$ cat src/rtl/hazard_fwd_unit_pkg.sv
// cpu_pipe_pkg: scoreboard entry type and slot/select constants shared by the hazard unit.
package cpu_pipe_pkg;
    localparam int MAX_AW = 8;
    localparam int SLOT_EX = 0;
    localparam int SLOT_MEM = 1;
    localparam int SLOT_WB = 2;
    localparam int FWD_SEL_RF = 0;
    typedef struct packed {
        logic              valid;
        logic [MAX_AW-1:0] rd;
        logic              wen;
        logic              load;
    } entry_t;
endpackage

$ cat src/rtl/hazard_fwd_unit_fwd_select.sv
// fwd_select: picks the youngest in-flight producer of one source register and muxes its data.
module fwd_select
    import cpu_pipe_pkg::*;
#(
    parameter int DATA_W = 16,
    parameter int AW = 4,
    parameter int DEPTH = 3,
    parameter int R0_ZERO = 1,
    parameter int SW = $clog2(DEPTH + 1)
) (
    input  entry_t [DEPTH-1:0]        tbl,
    input  logic [AW-1:0]             src,
    input  logic                      use_src,
    input  logic [DEPTH*DATA_W-1:0]   stage_data,
    input  logic [DATA_W-1:0]         rf_data,
    output logic [SW-1:0]             sel,
    output logic [DATA_W-1:0]         data,
    output logic                      load_hit
);
    logic [DEPTH-1:0] match;
    logic src_ok;
    assign src_ok = use_src && !(R0_ZERO != 0 && src == '0);
    always_comb begin
        for (int k = 0; k < DEPTH; k++)
            match[k] = src_ok && tbl[k].valid && tbl[k].wen && tbl[k].rd == MAX_AW'(src);
    end
    assign load_hit = match[SLOT_EX] && tbl[SLOT_EX].load;
    // A load still in EX has no data yet, so it is skipped as a source.
    always_comb begin
        sel = SW'(FWD_SEL_RF);
        data = rf_data;
        for (int k = DEPTH - 1; k >= 0; k--)
            if (match[k] && !(k == SLOT_EX && tbl[k].load)) begin
                sel = SW'(k + 1);
                data = stage_data[k*DATA_W +: DATA_W];
            end
    end
endmodule

$ cat src/rtl/hazard_fwd_unit.sv
// hazard_fwd_unit: scoreboard-driven operand forwarding, load-use stall and branch flush.
// Define HAZARD_PERF_CNT_EN to add saturating stall/flush/forward performance counters.
module hazard_fwd_unit
    import cpu_pipe_pkg::*;
#(
    parameter int DATA_W = 16,
    parameter int NREG = 16,
    parameter int DEPTH = 3,
    parameter int R0_ZERO = 1,
    localparam int AW = $clog2(NREG),
    localparam int SW = $clog2(DEPTH + 1)
) (
    input  logic                    Clk,
    input  logic                    Rst,
    input  logic                    id_valid,
    input  logic [AW-1:0]           id_rs,
    input  logic [AW-1:0]           id_rt,
    input  logic                    id_use_rs,
    input  logic                    id_use_rt,
    input  logic [AW-1:0]           id_rd,
    input  logic                    id_wen,
    input  logic                    id_load,
    input  logic                    br_taken,
    input  logic                    ext_stall,
    input  logic [DEPTH*DATA_W-1:0] stage_data,
    input  logic [DATA_W-1:0]       rf_rs_data,
    input  logic [DATA_W-1:0]       rf_rt_data,
    output logic [SW-1:0]           fwd_a_sel,
    output logic [SW-1:0]           fwd_b_sel,
    output logic [DATA_W-1:0]       fwd_a_data,
    output logic [DATA_W-1:0]       fwd_b_data,
    output logic                    stall_if_id,
    output logic                    bubble_id_ex,
    output logic                    flush_if_id
`ifdef HAZARD_PERF_CNT_EN
    ,
    output logic [31:0]             perf_stalls,
    output logic [31:0]             perf_flushes,
    output logic [31:0]             perf_fwds
`endif
);
    entry_t [DEPTH-1:0] tbl;
    entry_t id_entry;
    logic a_lh, b_lh, load_use;
    fwd_select #(.DATA_W(DATA_W), .AW(AW), .DEPTH(DEPTH), .R0_ZERO(R0_ZERO), .SW(SW)) u_fwd_a (
        .tbl(tbl), .src(id_rs), .use_src(id_use_rs), .stage_data(stage_data),
        .rf_data(rf_rs_data), .sel(fwd_a_sel), .data(fwd_a_data), .load_hit(a_lh)
    );
    fwd_select #(.DATA_W(DATA_W), .AW(AW), .DEPTH(DEPTH), .R0_ZERO(R0_ZERO), .SW(SW)) u_fwd_b (
        .tbl(tbl), .src(id_rt), .use_src(id_use_rt), .stage_data(stage_data),
        .rf_data(rf_rt_data), .sel(fwd_b_sel), .data(fwd_b_data), .load_hit(b_lh)
    );
    assign load_use = id_valid && (a_lh || b_lh);
    // ext_stall masks the branch; EX keeps br_taken up until the pipeline moves again.
    assign flush_if_id = br_taken && !ext_stall;
    assign bubble_id_ex = flush_if_id || load_use;
    assign stall_if_id = ext_stall || (load_use && !br_taken);
    assign id_entry = (id_valid && !bubble_id_ex)
                    ? entry_t'{valid: 1'b1, rd: MAX_AW'(id_rd), wen: id_wen, load: id_load}
                    : '0;
    always_ff @(posedge Clk)
        if (!Rst) tbl <= '0;
        else if (!ext_stall) tbl <= {tbl[DEPTH-2:0], id_entry};
`ifdef HAZARD_PERF_CNT_EN
    logic inc_stall, inc_flush, inc_fwd;
    assign inc_stall = load_use && !br_taken && !ext_stall;
    assign inc_flush = flush_if_id;
    assign inc_fwd = (fwd_a_sel != '0) || (fwd_b_sel != '0);
    always_ff @(posedge Clk)
        if (!Rst) begin
            perf_stalls <= '0;
            perf_flushes <= '0;
            perf_fwds <= '0;
        end else begin
            perf_stalls <= perf_stalls + 32'(inc_stall && !(&perf_stalls));
            perf_flushes <= perf_flushes + 32'(inc_flush && !(&perf_flushes));
            perf_fwds <= perf_fwds + 32'(inc_fwd && !(&perf_fwds));
        end
`endif
endmodule
$ cat config.mk
export PLATFORM = sky130hd
export DESIGN_NAME = hazard_fwd_unit
export DESIGN_NICKNAME = d
export VERILOG_FILES = /design/src/rtl/hazard_fwd_unit_pkg.sv /design/src/rtl/hazard_fwd_unit_fwd_select.sv /design/src/rtl/hazard_fwd_unit.sv
export SDC_FILE = /design/constraint.sdc
export NUM_CORES = 1
export LEC_CHECK = 0
export BUFFER_PORTS_ARGS = -buffer_cell sky130_fd_sc_hd__buf_2
export CAP_MARGIN = 40
export CELL_PAD_IN_SITES_DETAIL_PLACEMENT = 1
export CELL_PAD_IN_SITES_GLOBAL_PLACEMENT = 1
export CORE_UTILIZATION = 32
export DETAILED_ROUTE_END_ITERATION = 8
export GPL_TIMING_DRIVEN = 0
export PLACE_DENSITY_LB_ADDON = 0.1
export SKIP_CTS_REPAIR_TIMING = 1
export SYNTH_ARGS = -nofsm -noshare
export SYNTH_HDL_FRONTEND = slang
export SYNTH_SLANG_ARGS = --single-unit
$ cat constraint.sdc
create_clock -name Clk -period 4.95 [get_ports Clk]
set_input_delay 0.2475 -clock Clk [delete_from_list [all_inputs] [get_ports Clk]]
set_output_delay 0.2475 -clock Clk [all_outputs]
set_load 0.02 [all_outputs]
# [Yosys cells after proc, flatten, opt, wreduce, memory -nomap -nowiden]
# Cells that the tools add are included.
[totals] regBits=31 input_bits=101 output_inout_bits=39
[op_classes] n_eq_ne=6 mux=13 reduce_logical=39
[op_table] operator="$mux W16" count=6
[op_table] operator="$eq A8 B4 Y1" count=6
[op_table] operator="$logic_and A1 B1 Y1" count=28
[op_table] operator="$mux W2" count=6
[op_table] operator="$mux W11" count=1
[op_table] operator="$logic_not A4 Y1" count=2
[op_table] operator="$logic_not A1 Y1" count=6
[op_table] operator="$logic_or A1 B1 Y1" count=3

# [Logic depth before layout (Yosys ltp)]
# Gate-level depths: netlist (run 1).
[depth] word_depth=13 mapped_depth=7 depth_no_buf=5

# [By module]
# From an unflattened synthesis (run 1), not the netlist that was laid out.
[hier_totals] hier_cells=387 area_unflattened_um2=3056.7
[by_module_without_submodules] module="fwd_select" instances=2 cells_each=155 area_per_inst_um2=1096.1 seq_area_each_um2=0.0
[by_module_without_submodules] module="hazard_fwd_unit" instances=1 cells_each=77 area_per_inst_um2=864.6 seq_area_each_um2=420.4

# [Worst setup path before layout (run 1)]
# Ideal clock, no wire load.
[synth_timing] kind="register to output" startpoint="register, netlist name tbl[26]" endpoint="output port fwd_a_data[6]" t_arrival_ns=1.757 required_time_ns=4.703 slack_ns=2.946 path_stages_with_launch=8 n_path_buf=2 cell_sequence="dfxtp_1 > or4_1 > nand3_1 > or3_1 > buf_4 > buf_6 > a221oi_2 > o2bb2ai_1"
[synth_between] elab_chain_cells=5
[synth_lines] element="$eq A8 B4 Y1" line="hazard_fwd_unit_fwd_select.sv:25" source="match[k] = src_ok && tbl[k].valid && tbl[k].wen && tbl[k].rd == MAX_AW'(src);"
[synth_lines] element="$logic_and A1 B1 Y1" line="hazard_fwd_unit_fwd_select.sv:25"
[synth_lines] element="$mux W16 (3 in series)" line="hazard_fwd_unit_fwd_select.sv:33" source="if (match[k] && !(k == SLOT_EX && tbl[k].load)) begin"
[synth_lines] element="to (decl)" line="hazard_fwd_unit.sv:30" source="output logic [DATA_W-1:0] fwd_a_data,"
# No other way between the ends.

# [Worst setup path after layout (run 1)]
[layout_timing] startpoint="register, netlist name tbl[3]" endpoint="output port fwd_b_data[8]"
[layout_between] elab_chain_cells=4
[layout_lines] element="$eq A8 B4 Y1" line="hazard_fwd_unit_fwd_select.sv:25"
[layout_lines] element="$logic_and A1 B1 Y1" line="hazard_fwd_unit_fwd_select.sv:25"
[layout_lines] element="$logic_and A1 B1 Y1" line="hazard_fwd_unit_fwd_select.sv:33"
[layout_lines] element="$mux W16" line="hazard_fwd_unit_fwd_select.sv:33"
[layout_lines] element="to (decl)" line="hazard_fwd_unit.sv:31" source="output logic [DATA_W-1:0] fwd_b_data,"
# No other way between the ends.

==> results of run 1 <==
[synthesized netlist by cell type, types with 2 or more instances]
master	n
dfxtp_1	19
or4_1	2
nor2b_1	12
inv_1	2
nand2_1	16
and3_1	16
a221oi_1	14
xnor2_1	16
buf_2	6
and4_4	2
nand3_1	7
mux2i_1	12
o21ai_0	38
clkbuf_1	8
nor2_1	6
o21ai_1	3
buf_4	4
nor3_1	2
buf_6	4
o2bb2ai_1	32
xor2_1	8
a221oi_2	18
or3_1	3
a21oi_1	2
[worst paths after layout]
kind | from | endpoint | slack (ns)
worst max-delay path | tbl[3] | fwd_b_data[8] | 2.20
worst min-delay path | id_rd[0] | tbl[2] | 0.22
worst max register to register | tbl[3] | tbl[3] | 3.12
worst min register to register | tbl[1] | tbl[1] | 0.49
[power breakdown]
part,total [mW],internal [mW],switching (mW),leakage (nW)
logic,0.140,0.0691,0.0706,1.17
registers,0.159,0.155,0.00354,0.154
clock network,0.110,0.0561,0.0534,0.0255
total,0.408,0.280,0.128,1.35
[layer usage]
layer | global-route usage [%] | wire (um) | vias to the layer above
met5 | 0 | 0 | -
met4 | 6.67 | 181 | 0
met3 | 2.82 | 391 | 15
met2 | 45.9 | 4550 | 95
met1 | 30.7 | 3950 | 1348
li1 | - | - | 1344
[cell type report]
type,instances,area [um^2]
plain buffers,23,140
inverters,2,7.51
flip-flops and latches,19,380
clock buffers,3,41.3
repair buffers,138,691
well taps,80,100
clock inverters,1,5.00
multi-input cells,222,1700
fillers,905,3700
[worst max-delay path, delay by kind of cell (launching register included)]
family          cells  cell delay, ns
simple gates        3            0.97
xor+xnor            1            0.19
buf+inv             2            0.55
flops               1            0.37
compound gates      1            0.14
[stage by stage]
stage                     instances  hold slack (ns)  instance area (um^2)
after floorplan                 266            0.376                  2220
after global placement          484            0.468                  3010
after detailed placement        484            0.476                  3010
after CTS                       488            0.221                  3060
after global routing            488            0.243                  3060
final                           488            0.224                  3060
[cells by family (layout without fill, tap and decap cells)]
| kind of cell | Yosys count | in the layout | share of synthesized area, % |
|---|---|---|---|
| AO/OA/AOI/OAI | 112 | 112 | 42.3 |
| XOR/XNOR | 24 | 24 | 9.45 |
| buffers and inverters | 25 | 167 | 6.64 |
| flip-flops | 19 | 19 | 17.1 |
| multiplexers | 12 | 12 | 5.40 |
| AND/OR/NAND/NOR | 74 | 74 | 19.1 |
[cells in the final DEF (no fill, tap or decap), types with 2 or more instances in the layout]
master,n
and4_4,2
buf_6,4
and3_1,16
a221oi_2,18
nand2_1,16
xnor2_1,16
nor3_1,2
or4_1,2
mux2i_1,12
nand3_1,7
dfxtp_1,19
or3_1,3
buf_2,144
xor2_1,8
o21ai_0,38
nor2_1,6
a21oi_1,2
a221oi_1,14
inv_1,2
o2bb2ai_1,32
o21ai_1,3
clkbuf_1,8
nor2b_1,12
buf_4,4
clkbuf_8,3
==> out/metrics.cfg, run 1 <==
[floorplan]
dieArea_um2=7290
core_um2=6760
io_pins=140
num_rows=30
initial_core_util_pct=32.9
fp.dieH_um=85.4
fp.dieW_um=85.4

[timing]
finalCritPeriodShare_pct=55.5
rsz0062_at_grt=false
hold_violations=0
setup_violations=0
layout_setup_ws_ns=2.20
finalCriticalPeriod_ns=2.75
max_slew.worst_pin.slew_ns=0.696
slew_headroom_pct=53.4
max_freq_mhz=364
skew_ns=0.00213
fin_setup_tns_ns=0
maxSlewViolCount=0

[min_path]
whs_path_depth=3
hold_path.class=input pin to flip-flop

[global_routing]
groute.usage.overall_pct=25.0
grt_overflow=0
grt_pass1_wl_mm=14.4
grt_pass1_vias=2944
grt_start_max_net_pins=12
antenna_found_initial=0

[synthesis]
synthFlopType=dfxtp_1
ys_seq_elements=19
synth_edf_count=0
synth-warning-count=0
ys_async_sr_fraction_pct=0
synth_nets=367
synth_area_um2=2220
syn_inst=266
yosysSeqAreaShare_pct=17.1
synth.area.top_cells=dfxtp_1 (17%), o2bb2ai_1 (13%), a221oi_2 (12%)
synth_top_area_share_pct=17.1
yosys.area.top_type=dfxtp_1
synth.distinct_cells=38
syn_area_per_cell_um2=8.36

[detailed_routing]
route.detailed.drc=0
ant_nets=0
vias=2802
drt-total-wl_mm=9.08
wl_per_cell_um=18.6
drt_first_pass_iters=4
via_per_inst=5.74
drtIter0Drc=67

[cts]
h-tree-depth=1
cts_sinks=19
cts-root-buf=clkbuf_8
clk_latency_ns=0.26
cts_tree=yes
cts_buffer_depth=2
clk_pin_slew_ns=0.07
numCtsBuffers=3

[run_status]
outcome=complete, no violations

[worst_setup_path]
end_kind=output port
worstPathMaxFanout=10
crit_path_frequent_cell=buf_2
cp_cell_sequence=xor2_1 > nor3_1 > nand3_1 > nor2_1 > buf_2 > o2bb2ai_1 > buf_2
rr_worst_depth=5
arrival_ns=2.50
worst-endpoint-required_ns=4.70
critical_path_class=flip-flop to output port
cpMaxStageDelayCell=nor2_1
cp-start-kind=flip-flop
slowest_delay_ns=0.55

[final_layout]
syn2layout_area_growth_pct=37.6
antenna_cells=0
reg_top3=tbl: 19 flops
largest_reg_flops=19
layout-drive-gt1-share_pct=44.4
regMostFlops=tbl
nNetsFinal=510
final_util_pct=45.3

[power_and_ir_drop]
p_per_area_nw_per_um2=133
power.total_mw=0.408
leakage_nw=1.35
ir_drop_v=0.0000839

[placed_design]
gp_congestion=0.828
dp_hpwl_mm=7.13
post-place-ws_ns=2.50
io_buffers=138

[flow_run]
drv_cap=0

No activity file was read; power rests on OpenSTA's default activity.
==> run 2, diff against run 1 <==
- CORE_UTILIZATION: 32 -> 27
- clock period: 4.95 -> 2.3 ns (I/O delays scaled with it)
==> run 2 against run 1 <==
Net effect: sequential share of layout area shrank 1.1 points; register-to-register slack lost 2.6 ns; non-clock buffer count increased by 11; highest routed layer unchanged; design area grew 15%; combinational power grew 150%; via count rose by 2.1%; critical endpoint is now fwd_b_data[14]; worst hold slack worse by 0.13 ns.
==> out/metrics.cfg, run 2 (synthesis results as in run 1) <==
[global_routing]
groute.usage.overall_pct=22.5  ; -2.4 points
grt_pass1_wl_mm=15.2  ; +5.9%
grt_start_max_net_pins=12  ; unchanged
grt_pass1_vias=2996  ; +1.8%
grt_overflow=0  ; unchanged
antenna_found_initial=0  ; unchanged

[flow_run]
drv_cap=0  ; unchanged

[final_layout]
regMostFlops=tbl
antenna_cells=0  ; unchanged
final_cell_mix=buf_2 (128), o21ai_0 (34), o2bb2ai_1 (28), buf_4 (23)
syn2layout_area_growth_pct=58.6
nNetsFinal=521  ; +2.2%
fin_cells=521  ; +6.8%
num-fill-cells=997  ; +10%
final_common_cell=buf_2
reg_top3=tbl: 19 flops
layout-drive-gt1-share_pct=54.7  ; +10 points
largest_reg_flops=19  ; unchanged
multiInputGateArea_um2=1940  ; +14%
final_util_pct=44.9  ; -0.35 points
register_area_um2=398  ; +4.6%

[cts]
clk_latency_ns=0.26  ; about the same
cts-root-buf=clkbuf_8
numCtsBuffers=3  ; unchanged
h-tree-depth=1  ; unchanged
cts_tree=yes
clk_pin_slew_ns=0.08  ; about the same
cts_buffer_depth=2  ; unchanged
cts_sinks=19  ; unchanged

[floorplan]
dieArea_um2=8600  ; +18%
initial_core_util_pct=28.3  ; -4.6 points
num_rows=32  ; +6.7%
fp.dieH_um=92.7  ; +8.7%
core_um2=7850  ; +16%
io_pins=140  ; unchanged
fp.dieW_um=92.7  ; +8.7%

[power_and_ir_drop]
p_per_area_nw_per_um2=263  ; +97%
leakage_nw=1.52  ; +12%
power.total_mw=0.926  ; +130%
ir_drop_v=0.000324  ; +290%

[detailed_routing]
via_per_inst=5.49  ; -4.4%
drt-total-wl_mm=10.2  ; +12%
route.detailed.drc=0  ; unchanged
vias=2860  ; +2.1%
wl_per_cell_um=19.6  ; +5.1%
drtIter0Drc=81  ; +21%
ant_nets=0  ; unchanged
drt_first_pass_iters=4  ; unchanged

[timing]
max_freq_mhz=442
fin_setup_tns_ns=0  ; unchanged
setup_violations=0  ; unchanged
maxSlewViolCount=0  ; unchanged
finalCriticalPeriod_ns=2.26
rsz0062_at_grt=true
max_slew.worst_pin.slew_ns=0.747  ; +0.0515 ns
hold_violations=0  ; unchanged
skew_ns=0.00671  ; +0.00458 ns
finalCritPeriodShare_pct=98.3
slew_headroom_pct=50.2  ; -3.3 points
hold_ws_ns=0.0913  ; -0.132 ns

[worst_setup_path]
critical_path_class=flip-flop to output port
cp-start-kind=flip-flop
arrival_ns=2.15  ; -0.35 ns
worst-endpoint-required_ns=2.18  ; -2.52 ns
end_kind=output port
worstPathMaxFanout=10  ; unchanged

[placed_design]
dpl.cell_count=506  ; +4.5%
gp_congestion=0.780  ; -5.8%
dp_hpwl_mm=7.55  ; +5.8%
io_buffers=138  ; unchanged

[min_path]
hold_path.class=input pin to flip-flop

[run_status]
outcome=complete, no violations

run 2: cell types whose count changed in the layout (fill, tap and decap cells not counted), moves of 6 or more:
| cell | previous run | this run |
|---|---|---|
| xnor2_1 | 16 | 8 |
| buf_4 | 4 | 23 |
| buf_2 | 144 | 128 |
| xnor2_2 | 0 | 8 |
| a221oi_4 | 0 | 6 |
| dfxtp_1 | 19 | 11 |
run 2: routing by layer:
metal	vias up	global-route usage (%)	wire length [um]
met5	-	0	0
met3	8	3.04	437
met1	1393	26.7	4360
met2	92	42.0	5290
met4	0	6.15	100
li1	1367	-	-
run 2: through the flow:
| step | worst slack, ns | area, um^2 |
|---|---|---|
| global placement | -0.0957 | 3040 |
| global route | -0.0396 | 3530 |
| detailed placement | -0.103 | 3040 |
| finish | 0.0388 | 3530 |
| floorplan | 0.428 | 2220 |
| CTS | -0.403 | 3090 |
run 2: power breakdown:
group	switching [mW]	internal, mW	leakage (nW)	total [mW]
clock network	0.120	0.121	0.0255	0.241
registers	0.00825	0.331	0.159	0.339
logic	0.175	0.171	1.34	0.346
run 2: layout make-up:
class / count / area share [%]
Buffer: 23 / 5.29
Clock buffer: 3 / 1.17
Clock inverter: 1 / 0.142
Inverter: 2 / 0.213
Multi-Input combinational cell: 222 / 55.0
Sequential cell: 19 / 11.3
Tap cell: 102 / 3.62
Timing Repair Buffer: 149 / 23.3
run 2: worst paths after layout:
check	start	end	slack (ns)	cells after the start
hold / removal	id_rd[0]	tbl[2]	0.09	3
hold reg to reg	tbl[10]	tbl[10]	0.49	2
setup reg to reg	tbl[2]	tbl[4]	0.57	5
setup / recovery	tbl[24]	fwd_b_data[14]	0.04	8
run 2: worst max-delay path, cell delays in order, from the launching register on:
cell       delay, ns
dfxtp_4         0.39
or4_4           0.13
nand3_2         0.09
or3_4           0.42
buf_6           0.15
buf_12          0.15
a221oi_2        0.27
o2bb2ai_1       0.10
buf_4           0.17
==> run 3, diff against run 2 <==
- CELL_PAD_IN_SITES_DETAIL_PLACEMENT: 1 -> 2
- CELL_PAD_IN_SITES_GLOBAL_PLACEMENT: 1 -> 2
- CORE_MARGIN: unset -> 3
- CORE_UTILIZATION: 27 -> 20
==> run 3 against run 2 <==
Net effect: total power grew 4.2%; worst setup slack lost 0.028 ns; first-iteration DRC count grew 52%; fmax shrank 1.2%.
==> out/metrics.cfg, run 3 (synthesis results as in run 1) <==
[run_status]
outcome=complete, no violations

[timing]
fin_setup_tns_ns=0  ; unchanged
skew_ns=0.0120  ; +0.00529 ns
maxSlewViolCount=0  ; unchanged
max_slew.worst_pin.slew_ns=0.712  ; -0.0355 ns
rsz0062_at_grt=true
slew_headroom_pct=52.0  ; +1.8 points
max_freq_mhz=437  ; -1.2%
finalCriticalPeriod_ns=2.29  ; +0.0281 ns
setup_violations=0  ; unchanged
finalCritPeriodShare_pct=99.5  ; +1.2 points
layout_setup_ws_ns=0.0107  ; -0.0281 ns
hold_violations=0  ; unchanged

[global_routing]
grt_start_max_net_pins=12  ; unchanged
grt_use_met2_pct=32.3  ; -9.7 points
grt_pass1_wl_mm=18.3  ; +20%
grt_overflow=0  ; unchanged
use_met1_pct=22.5  ; -4.1 points
grt_pass1_vias=3222  ; +7.5%
groute.usage.overall_pct=18.3  ; -4.3 points
use_met3_pct=4.95  ; +1.9 points
antenna_found_initial=0  ; unchanged
grt-busiest-layer=met2

[cts]
clk_pin_slew_ns=0.09  ; about the same
cts-root-buf=clkbuf_8
h-tree-depth=1  ; unchanged
cts_tree=yes
cts_buffer_depth=2  ; unchanged
cts_sinks=19  ; unchanged
clk_latency_ns=0.27  ; about the same
numCtsBuffers=3  ; unchanged

[floorplan]
core_um2=10600  ; +35%
num_rows=37  ; +16%
initial_core_util_pct=21.1  ; -7.3 points
fp.dieW_um=111  ; +20%
dieArea_um2=12400  ; +44%
io_pins=140  ; unchanged
fp.dieH_um=111  ; +20%

[power_and_ir_drop]
power.internal_mw=0.634  ; +1.8%
p_per_area_nw_per_um2=255  ; -2.7%
power_frac_clock_pct=26.7  ; +0.7 points
leakage_nw=1.59  ; +4.7%
seqPwrFrac_pct=35.1  ; -1.5 points
power.switching_mw=0.331  ; +9.0%
ir_drop_v=0.000147  ; -55%
swShare_pct=34.3  ; +1.5 points
combPwrFrac_pct=38.1  ; +0.8 points

[placed_design]
post-place-ws_ns=-0.199  ; -0.0959 ns
post_dp_cell_area_um2=3080  ; +1.4%
dp_hpwl_mm=9.04  ; +20%
io_buffers=138  ; unchanged
dpl.cell_count=540  ; +6.7%
gp_congestion=0.787  ; +0.99%

[worst_setup_path]
worstPathMaxFanout=10  ; unchanged
worst-endpoint-required_ns=2.18  ; about the same
slowest_delay_ns=0.43  ; about the same
path_buf_inv=3  ; unchanged
arrival_ns=2.17  ; +0.02 ns
cpMaxStageDelayCell=or3_4
cp-start-kind=flip-flop
critical_path_class=flip-flop to output port
end_kind=output port
cp_cell_sequence=xnor2_2 > nand3_2 > or3_4 > buf_6 > buf_12 > a221oi_2 > o2bb2ai_1 > buf_4
cpLargestDelayFamily=simple AND/OR/NAND/NOR gates

[final_layout]
syn2layout_area_growth_pct=69.9
antenna_cells=0  ; unchanged
reg_top3=tbl: 19 flops
nNetsFinal=526  ; +0.96%
final_common_cell=buf_2
regMostFlops=tbl
final_cell_mix=buf_2 (122), o21ai_0 (30), buf_4 (30), o2bb2ai_1 (27), a221oi_2 (20)
fin_cells=560  ; +7.5%
largest_reg_flops=19  ; unchanged
num-fill-cells=1229  ; +23%
final_area_um2=3780  ; +7.1%
layout-drive-gt1-share_pct=59.0  ; +4.3 points

[detailed_routing]
drtIter0Drc=123  ; +52%
wl_per_cell_um=22.1  ; +13%
via_per_inst=5.21  ; -5.2%
vias=2915  ; +1.9%
ant_nets=0  ; unchanged
drt_first_pass_iters=4  ; unchanged
drt-total-wl_mm=12.4  ; +22%
route.detailed.drc=0  ; unchanged

[min_path]
hold_path.class=input pin to flip-flop

[flow_run]
drv_cap=0  ; unchanged

## run 3: changes by cell type in the layout (fill, tap and decap cells not counted), moves of 3 or more
| cell | before | now |
|---|---|---|
| a221oi_1 | 12 | 7 |
| a221oi_2 | 14 | 20 |
| buf_2 | 128 | 122 |
| buf_4 | 23 | 30 |
| o21ai_0 | 34 | 30 |
| o21ai_1 | 5 | 10 |
| xnor2_1 | 8 | 5 |
## run 3: worst min-delay path, cell delays in order
cell and delay [ns]:
buf_2 0.10, nand2_1 0.04, o21ai_0 0.05
## run 3: worst paths after layout
path,from,end,slack (ns),cells after the start
worst min register to register,tbl[1],tbl[1],0.51,2
worst max register to register,tbl[5],tbl[10],0.65,5
worst min-delay path,id_load,tbl[0],0.09,3
worst max-delay path,tbl[24],fwd_b_data[11],0.01,8
## run 3: cell type report
type / instances / area, um^2 / area share, %
buffer: 23 / 205 / 5.43
clock buffer: 3 / 41.3 / 1.09
clock inverter: 1 / 5.00 / 0.132
inverter: 2 / 7.51 / 0.199
multi-input combinational: 222 / 2050 / 54.2
sequential: 19 / 403 / 10.7
tap: 136 / 170 / 4.50
timing repair buffer: 154 / 897 / 23.7
## run 3: power by group through the flow
stage,clock (mW),combinational [mW],sequential (mW)
after floorplan,0,0.149,0.347
after global placement,0,0.310,0.349
after detailed placement,0,0.313,0.350
after CTS,0.266,0.315,0.342
after global routing,0.287,0.397,0.340
final,0.258,0.368,0.339
## run 3: layer usage
layer  share of wire [%]  vias to the layer above
li1                    -                     1378
met1                  44                     1449
met2                  51                       82
met3                 4.7                        6
met4                0.64                        0
met5                   0                        -
## run 3: through the flow
stage	total power [mW]	hold WS, ns	utilization [%]
5_1_grt	1.02	0.0976	35.8
3_3_place_gp	0.659	0.364	29.2
4_1_cts	0.923	0.0845	29.7
6_report	0.965	0.0886	35.8
3_5_place_dp	0.663	0.370	29.2
2_1_floorplan	0.496	0.243	-
